$ cat src/rtl/proc_pkg.sv
// Shared processor definitions: datapath widths, the NOP encoding and the
// prefetch FSM state / queue entry types.
package proc_pkg;

  localparam int PC_W   = 16;
  localparam int INST_W = 16;

  localparam logic [INST_W-1:0] NOP_INST = 16'h1000;

  typedef enum logic [1:0] {
    PF_IDLE   = 2'd0,
    PF_REQ    = 2'd1,
    PF_DRAIN  = 2'd2,
    PF_HALTED = 2'd3
  } pf_state_t;

  typedef struct packed {
    logic [PC_W-1:0]   pc;
    logic [INST_W-1:0] inst;
  } pf_entry_t;

  function automatic logic [PC_W-1:0] pc_inc(input logic [PC_W-1:0] pc);
    return pc + PC_W'(1);
  endfunction

endpackage

$ cat src/rtl/pf_fifo.sv
// Prefetch queue: power-of-two circular buffer with occupancy count and a
// synchronous flush that empties it on the next edge.
module pf_fifo #(
  parameter int DEPTH = 4,
  parameter int WIDTH = 32
) (
  input  logic                   clk,
  input  logic                   rst,
  input  logic                   flush,
  input  logic                   push,
  input  logic [WIDTH-1:0]       push_data,
  input  logic                   pop,
  output logic [WIDTH-1:0]       head_data,
  output logic [$clog2(DEPTH):0] count,
  output logic                   empty
);

  localparam int PTR_W = $clog2(DEPTH);

  logic [WIDTH-1:0] mem [DEPTH];
  logic [PTR_W-1:0] wr_ptr;
  logic [PTR_W-1:0] rd_ptr;
  logic             full;
  logic             do_push;
  logic             do_pop;

  assign empty     = (count == '0);
  assign full      = (count == (PTR_W+1)'(DEPTH));
  assign do_pop    = pop && !empty;
  // A full queue can still take a push when the head leaves in the same cycle.
  assign do_push   = push && (!full || do_pop);
  assign head_data = mem[rd_ptr];

  always_ff @(posedge clk) begin
    if (rst || flush) begin
      wr_ptr <= '0;
      rd_ptr <= '0;
      count  <= '0;
    end else begin
      if (do_push) wr_ptr <= wr_ptr + PTR_W'(1);
      if (do_pop)  rd_ptr <= rd_ptr + PTR_W'(1);
      case ({do_push, do_pop})
        2'b10:   count <= count + (PTR_W+1)'(1);
        2'b01:   count <= count - (PTR_W+1)'(1);
        default: count <= count;
      endcase
    end
  end

  always_ff @(posedge clk) begin
    if (do_push && !flush) mem[wr_ptr] <= push_data;
  end

endmodule

$ cat src/rtl/inst_prefetch.sv
// Instruction prefetcher: one outstanding memory read at a time feeding a
// small queue, with redirect flush/drain and a sticky halt.
//   state     | meaning
//   PF_IDLE   | no request outstanding
//   PF_REQ    | request outstanding, returned word will be queued
//   PF_DRAIN  | request outstanding, returned word will be discarded
//   PF_HALTED | fetching stopped until reset
module inst_prefetch
  import proc_pkg::*;
#(
  parameter int              DEPTH    = 4,
  parameter logic [PC_W-1:0] RESET_PC = 16'h0000
) (
  input  logic              clk,
  input  logic              rst,
  input  logic              redirect,
  input  logic [PC_W-1:0]   redirect_pc,
  input  logic              halt,
  input  logic              stall,
  output logic              mem_req,
  output logic [PC_W-1:0]   mem_addr,
  input  logic              mem_ack,
  input  logic [INST_W-1:0] mem_data,
  output logic              inst_valid,
  output logic [INST_W-1:0] inst,
  output logic [PC_W-1:0]   inst_pc,
  output logic [PC_W-1:0]   inst_pcplus1
);

  localparam int CNT_W = $clog2(DEPTH) + 1;
  localparam int ENT_W = PC_W + INST_W;

  pf_state_t        state;
  pf_state_t        state_nxt;
  logic [PC_W-1:0]  fetch_pc;
  logic [PC_W-1:0]  req_addr;
  logic [CNT_W-1:0] fifo_count;
  logic             fifo_empty;
  logic [ENT_W-1:0] head_bits;
  pf_entry_t        head;
  pf_entry_t        push_entry;
  logic             outstanding;
  logic             credit_ok;
  logic             issue;
  logic             push;
  logic             pop;
  logic             flush;

  assign outstanding = (state == PF_REQ) || (state == PF_DRAIN);
  // Queued entries plus the in-flight word must leave room for one more.
  assign credit_ok   = ({1'b0, fifo_count} + {{CNT_W{1'b0}}, outstanding})
                       < (CNT_W+1)'(DEPTH);
  assign issue       = (state == PF_IDLE) && !halt && !redirect && credit_ok;
  assign push        = (state == PF_REQ) && mem_ack && !redirect && !halt;
  assign flush       = redirect || halt || (state == PF_HALTED);
  assign pop         = inst_valid && !stall;
  assign push_entry  = '{pc: req_addr, inst: mem_data};
  assign head        = head_bits;

  pf_fifo #(
    .DEPTH (DEPTH),
    .WIDTH (ENT_W)
  ) u_fifo (
    .clk       (clk),
    .rst       (rst),
    .flush     (flush),
    .push      (push),
    .push_data (push_entry),
    .pop       (pop),
    .head_data (head_bits),
    .count     (fifo_count),
    .empty     (fifo_empty)
  );

  always_ff @(posedge clk) begin
    if (rst) state <= PF_IDLE;
    else     state <= state_nxt;
  end

  always_comb begin
    state_nxt = state;
    if (halt) begin
      state_nxt = PF_HALTED;
    end else begin
      case (state)
        PF_IDLE:   if (issue) state_nxt = PF_REQ;
        PF_REQ: begin
          if (mem_ack)       state_nxt = PF_IDLE;
          else if (redirect) state_nxt = PF_DRAIN;
        end
        PF_DRAIN:  if (mem_ack) state_nxt = PF_IDLE;
        PF_HALTED: state_nxt = PF_HALTED;
        default:   state_nxt = PF_IDLE;
      endcase
    end
  end

  always_comb begin
    mem_req      = outstanding;
    mem_addr     = req_addr;
    inst_valid   = !fifo_empty && !redirect && (state != PF_HALTED);
    inst         = NOP_INST;
    inst_pc      = '0;
    inst_pcplus1 = '0;
    if (inst_valid) begin
      inst         = head.inst;
      inst_pc      = head.pc;
      inst_pcplus1 = pc_inc(head.pc);
    end
  end

  // fetch_pc is the next address to request; req_addr holds the in-flight one
  // so it stays stable through DRAIN even while redirects retarget fetch_pc.
  always_ff @(posedge clk) begin
    if (rst) begin
      fetch_pc <= RESET_PC;
      req_addr <= RESET_PC;
    end else if (!halt && (state != PF_HALTED)) begin
      if (redirect)  fetch_pc <= redirect_pc;
      else if (push) fetch_pc <= pc_inc(req_addr);
      if (issue)     req_addr <= fetch_pc;
    end
  end

endmodule

$ cat config.mk
export PLATFORM = sky130hd
export DESIGN_NAME = inst_prefetch
export DESIGN_NICKNAME = d
export VERILOG_FILES = /design/src/rtl/proc_pkg.sv /design/src/rtl/pf_fifo.sv /design/src/rtl/inst_prefetch.sv
export SDC_FILE = /design/constraint.sdc
export NUM_CORES = 1
export LEC_CHECK = 0
export CAP_MARGIN = 20
export CELL_PAD_IN_SITES_DETAIL_PLACEMENT = 0
export CELL_PAD_IN_SITES_GLOBAL_PLACEMENT = 1
export CORE_ASPECT_RATIO = 1.2
export CORE_MARGIN = 2
export CORE_UTILIZATION = 49
export DETAILED_ROUTE_END_ITERATION = 8
export PLACE_DENSITY = 0.9
export SKIP_LAST_GASP = 1
export SYNTH_ARGS = -nofsm -noshare
export SYNTH_HDL_FRONTEND = slang
export SYNTH_SLANG_ARGS = --single-unit
$ cat constraint.sdc
create_clock -name clk -period 10.45 [get_ports clk]
set_clock_uncertainty 0.2 [all_clocks]
set_input_delay 3.135 -clock clk [delete_from_list [all_inputs] [get_ports clk]]
set_output_delay 3.135 -clock clk [all_outputs]
set_load 0.02 [all_outputs]
Word-level counts from Yosys, hierarchy flattened
Memory sizes are Yosys's and may differ from the RTL's. A register that Yosys moved wholly into a read port is not among the register bits.
Cells that the tools add are included.

storage, ports and cells
  output and inout port bits = 66
  logic and storage cells = 72
  bits of input ports = 38
  bits in writable memories = 128
  memories = 1
  register bits after elaboration = 41

operators by class
  equality and inequality tests = 10
  multiplexer cells = 16
  magnitude comparators = 1
  reductions and logical operators = 31
  add/subtract/negate cells = 7

memories
  name        words  bits a word  read ports  clocked after memory_dff  wr ports  RTL line       source
  u_fifo.mem  4      32           1           1                         1         pf_fifo.sv:20  logic [WIDTH-1:0] mem [DEPTH];

operators by type and width
  kind                                                 number
  two-way mux 16 bit                                   5
  adder 16 x 1 -> 16 bit (second input constant)       2
  two-way mux 2 bit                                    7
  logical AND 1 bit                                    13
  one-hot mux 2 bit (4 select lines)                   1
  == test 2 bit (second input constant)                3
  zero test 1 bit                                      6
  != test 3 bit (second input constant)                2
  one-hot mux 3 bit (2 select lines)                   1
  logical OR 1 bit                                     5
  adder 2 x 1 -> 2 bit (second input constant)         2
  adder 3 x 1 -> 4 bit                                 1
  == test 2 x 1 -> 1 bit (second input constant)       2
  < comparator 4 x 3 -> 1 bit (second input constant)  1
  != test 4 bit (second input constant)                1
  AND reduction 2 bit                                  2
  nonzero test 2 bit                                   2
  adder 3 x 1 -> 3 bit (second input constant)         1
  == test 3 bit (second input constant)                1
  zero test 3 bit                                      1
  AND reduction 3 bit                                  1
  subtractor 3 x 1 -> 3 bit (second input constant)    1
  zero test 2 bit                                      1
  two-way mux 1 bit                                    2
  != test 2 bit (second input constant)                1

Longest topological paths before layout
  depth after elaboration = 11
  mapped depth = 10
  gate-level depth less buffers = 10

By module
A second synthesis with hierarchy kept.

unflattened totals
  cell total of the unflattened synthesis = 550
  area total of the unflattened synthesis = 7634.8 µm²

by module, submodules not included
  module         cells each  instances  area an instance (µm²)  seq. area each (µm²)
  pf_fifo        233         1          5213.8                  4023.9
  inst_prefetch  317         1          2421.1                  680.7

Least setup slack after synthesis
OpenSTA, ideal clock, no wires.

  path type = input to output
  start point = input port redirect
  end point = output port inst[10]
  slack = 2.584 ns
  data required time = 7.115 ns
  path buffers = 2
  arrival time = 4.531 ns
  cell stages on the path = 6
  cells stage by stage = or2_2 -> or2_1 -> buf_2 -> inv_1 -> clkbuf_1 -> and2_1

between the ends
  longest elaborated chain between the ends = 4

RTL lines
  what                            RTL line              source
  from (decl)                     inst_prefetch.sv:16   input logic redirect,
  zero test 1 bit                 inst_prefetch.sv:101  inst_valid = !fifo_empty && !redirect && (state != PF_HALTED);
  logical AND 1 bit (2 in a row)  inst_prefetch.sv:101
  via inst_valid                  inst_prefetch.sv:24   output logic inst_valid,
  two-way mux 16 bit              inst_prefetch.sv:105  if (inst_valid) begin
  to (decl)                       inst_prefetch.sv:25   output logic [INST_W-1:0] inst,

The timed path passes the listed nets, and every way through them passes these cells.

Worst setup path after layout
  start point = input port redirect
  end point = output port inst_pcplus1[9]

between the ends
  longest elaborated chain between the ends = 4

RTL lines
  what                            RTL line              source
  zero test 1 bit                 inst_prefetch.sv:101
  logical AND 1 bit (2 in a row)  inst_prefetch.sv:101
  two-way mux 16 bit              inst_prefetch.sv:105
  to (decl)                       inst_prefetch.sv:27   output logic [PC_W-1:0] inst_pcplus1

No other way between the ends.

==> impl_metrics.ini <==
[outcome]
outcome = complete, no violations

[timing]
hold_viol = 0
post-route-min-period_ns = 9.41
fin_tns_setup_ns = 0
drv_slew = 0
worstMarginPinSlew_ns = 0.810
fmax_mhz = 106
rsz0062_at_grt = no
setup_viol = 0
post-route-period-util = 0.901
relSlewSlack = 0.457

[clock_network]
postCtsResizedCells = 0
clk_pin_slew_ns = 0.06
cts.hold.buffers_added = 0
post-cts-setup-buffers = 0
cts_sinks = 171
clock_path_buffers = 2
root_buffer = clkbuf_16
cts_max_level = 4
cts_tree = built
clk_latency_ns = 0.42
numCtsBuffers = 17

[global_route]
track_usage = 0.201
grt_pass1_vias = 4883
grt_overflow = 0
grt_max_degree = 38
antenna_found_initial = 0
grt_pass1_wl_um = 25100

[floorplan]
row_count = 49
ios = 104
start_util = 0.502
die_h_um = 140
die-area_um2 = 16400
die_w_um = 117
core_area_um2 = 15000

[placed_design]
hpwl_um = 10200
place_area_um2 = 8740
io_buffers = 103
gp_congestion = 0.828

[final_layout]
drive_above_1_share = 0.122
final_cell_area_um2 = 9310
nets = 690
syn_to_final_growth_pct = 23.5
antenna_cells = 0

[setup_path]
crit_arrival_ns = 6.08
path_cells = clkdlybuf4s50_1 -> or2_2 -> or2_1 -> inv_1 -> and2_1 -> mux2_2 -> clkdlybuf4s50_1
critical-path-slowest-cell = inv_1
crit_path_frequent_cell = clkdlybuf4s50_1
critPathCaptureType = output pin
critPathRequiredTime_ns = 7.12
setup.worst_path.class = in2out
cp-start-kind = primary input
worst-path-max-fanout = 32
crit_path_max_incr_delay_ns = 0.66

[detailed_routing]
remaining_drc_errors = 0
wl_per_cell_um = 18.2
vias = 4773
routed_via_density = 5.56
antenna_left = 0
drtIter0Drc = 450
routed_wl_um = 15600
drtPass1Iterations = 4

[power]
ir_drop_uv = 95.9
powerDensity_nw_per_um2 = 149
p_leak_nw = 3.12

[worst_hold_path]
hold_class = reg2reg

[yosys]
yosys.area.top_type_share = 0.510
ys_seq_area_frac = 0.624
synth_fp_nets = 583
synth-main-ff-cell = edfxtp_1
yosysTopAreaCell = edfxtp_1
postSynthCellCount = 534
synth_area_leaders = edfxtp_1 51%, dfxtp_1 11%, mux4_2 8.4%
syn_area_um2 = 7540
yosysWarnings = 0
async_flop_share = 0
yosysMostFrequentCell = edfxtp_1
synth-edff-count = 128
synthDistinctLibCells = 55
synth_common_cells = 128 x edfxtp_1, 58 x nor2_1, 43 x dfxtp_1
synth_area_per_cell_um2 = 14.1
synth-seq-cells = 171

[flow_run]
maxCapViolCount = 0
through the flow:
stage	util	instances	hold WS [ns]	setup slack, ns	total power, W
2_1_floorplan	-	534	0.231	2.58	0.000795
3_3_place_gp	0.582	825	0.240	1.10	0.000824
3_5_place_dp	0.582	825	0.247	1.02	0.000828
4_1_cts	0.618	857	0.256	1.00	0.00139
5_1_grt	0.620	858	0.276	0.821	0.00143
6_report	0.620	858	0.253	1.04	0.00139
where the power goes:
group | total [W] | internal (W) | leakage [nW] | switching (W)
combinational | 0.0000732 | 0.0000345 | 1.36 | 0.0000387
clock | 0.000570 | 0.000308 | 0.259 | 0.000262
sequential | 0.000742 | 0.000736 | 1.50 | 0.00000606
total | 0.00139 | 0.00108 | 3.12 | 0.000307
worst max-delay path, delay by kind of cell:
kind / cells / cell delay [ns]
buffers and inverters: 3 / 1.68
AND/OR/NAND/NOR: 3 / 1.09
multiplexers: 1 / 0.15
kinds of logic (layout without fill, tap and decap cells):
kind of cell	after synthesis	after routing	synth area share
muxes	55	55	0.129
buffers and inverters	41	161	0.0274
and+or+nand+nor	177	177	0.128
xor gates and xnor gates	25	25	0.0290
adders and majority gates	11	11	0.0193
DFF	171	171	0.624
AOI/OAI and AO/OA	54	54	0.0440
cells in the final DEF (no fill, tap or decap), types with 4 or more instances in the layout:
master / Yosys / final
a211oi_1: 4 / 4
a21oi_1: 20 / 20
and2_1: 36 / 36
and3_1: 5 / 5
buf_4: 1 / 8
clkbuf_16: 0 / 17
clkdlybuf4s50_1: 0 / 103
dfxtp_1: 43 / 42
edfxtp_1: 128 / 128
ha_1: 10 / 10
inv_1: 17 / 17
inv_6: 0 / 4
mux2i_1: 20 / 20
mux4_1: 4 / 4
mux4_2: 28 / 28
nand2_1: 19 / 19
nand2b_1: 4 / 4
nand3_1: 15 / 15
nand4_1: 4 / 4
nor2_1: 58 / 58
nor3_1: 5 / 5
o211ai_1: 4 / 4
o21ai_0: 11 / 11
or3_1: 9 / 9
xnor2_1: 17 / 17
xor2_1: 8 / 8
registers in the layout, indices dropped and copies added, names as in the netlist, named ones only:
name,count
u_fifo.rd_ptr,2
u_fifo.count,3
state,2
u_fifo.mem,128
u_fifo.wr_ptr,2
mem_addr,16
fetch_pc,16
worst paths after layout:
check,start,slack [ns],to,cells after the start
worst min register to register,fetch_pc[8],0.25,fetch_pc[8],2
worst min-delay path,fetch_pc[8],0.25,fetch_pc[8],2
worst max register to register,state[0],7.00,u_fifo.mem[0][29],6
worst max-delay path,redirect,1.04,inst_pcplus1[9],7
metal layers:
metal	global-route usage	wire [µm]	vias to the layer above
met4	0.0811	341	0
met5	0	0	-
met1	0.262	6460	2343
li1	-	-	2215
met3	0.0379	825	29
met2	0.332	7980	186
area by class of cell:
type | instances | area (µm²)
clock inverter | 15 | 115
tap | 204 | 255
sequential | 171 | 4710
fill | 1125 | 5710
multi-input combinational | 322 | 2630
timing repair buffer | 112 | 1120
inverter | 17 | 63.8
clock buffer | 17 | 425
No activity file was read; power rests on OpenSTA's default activity.
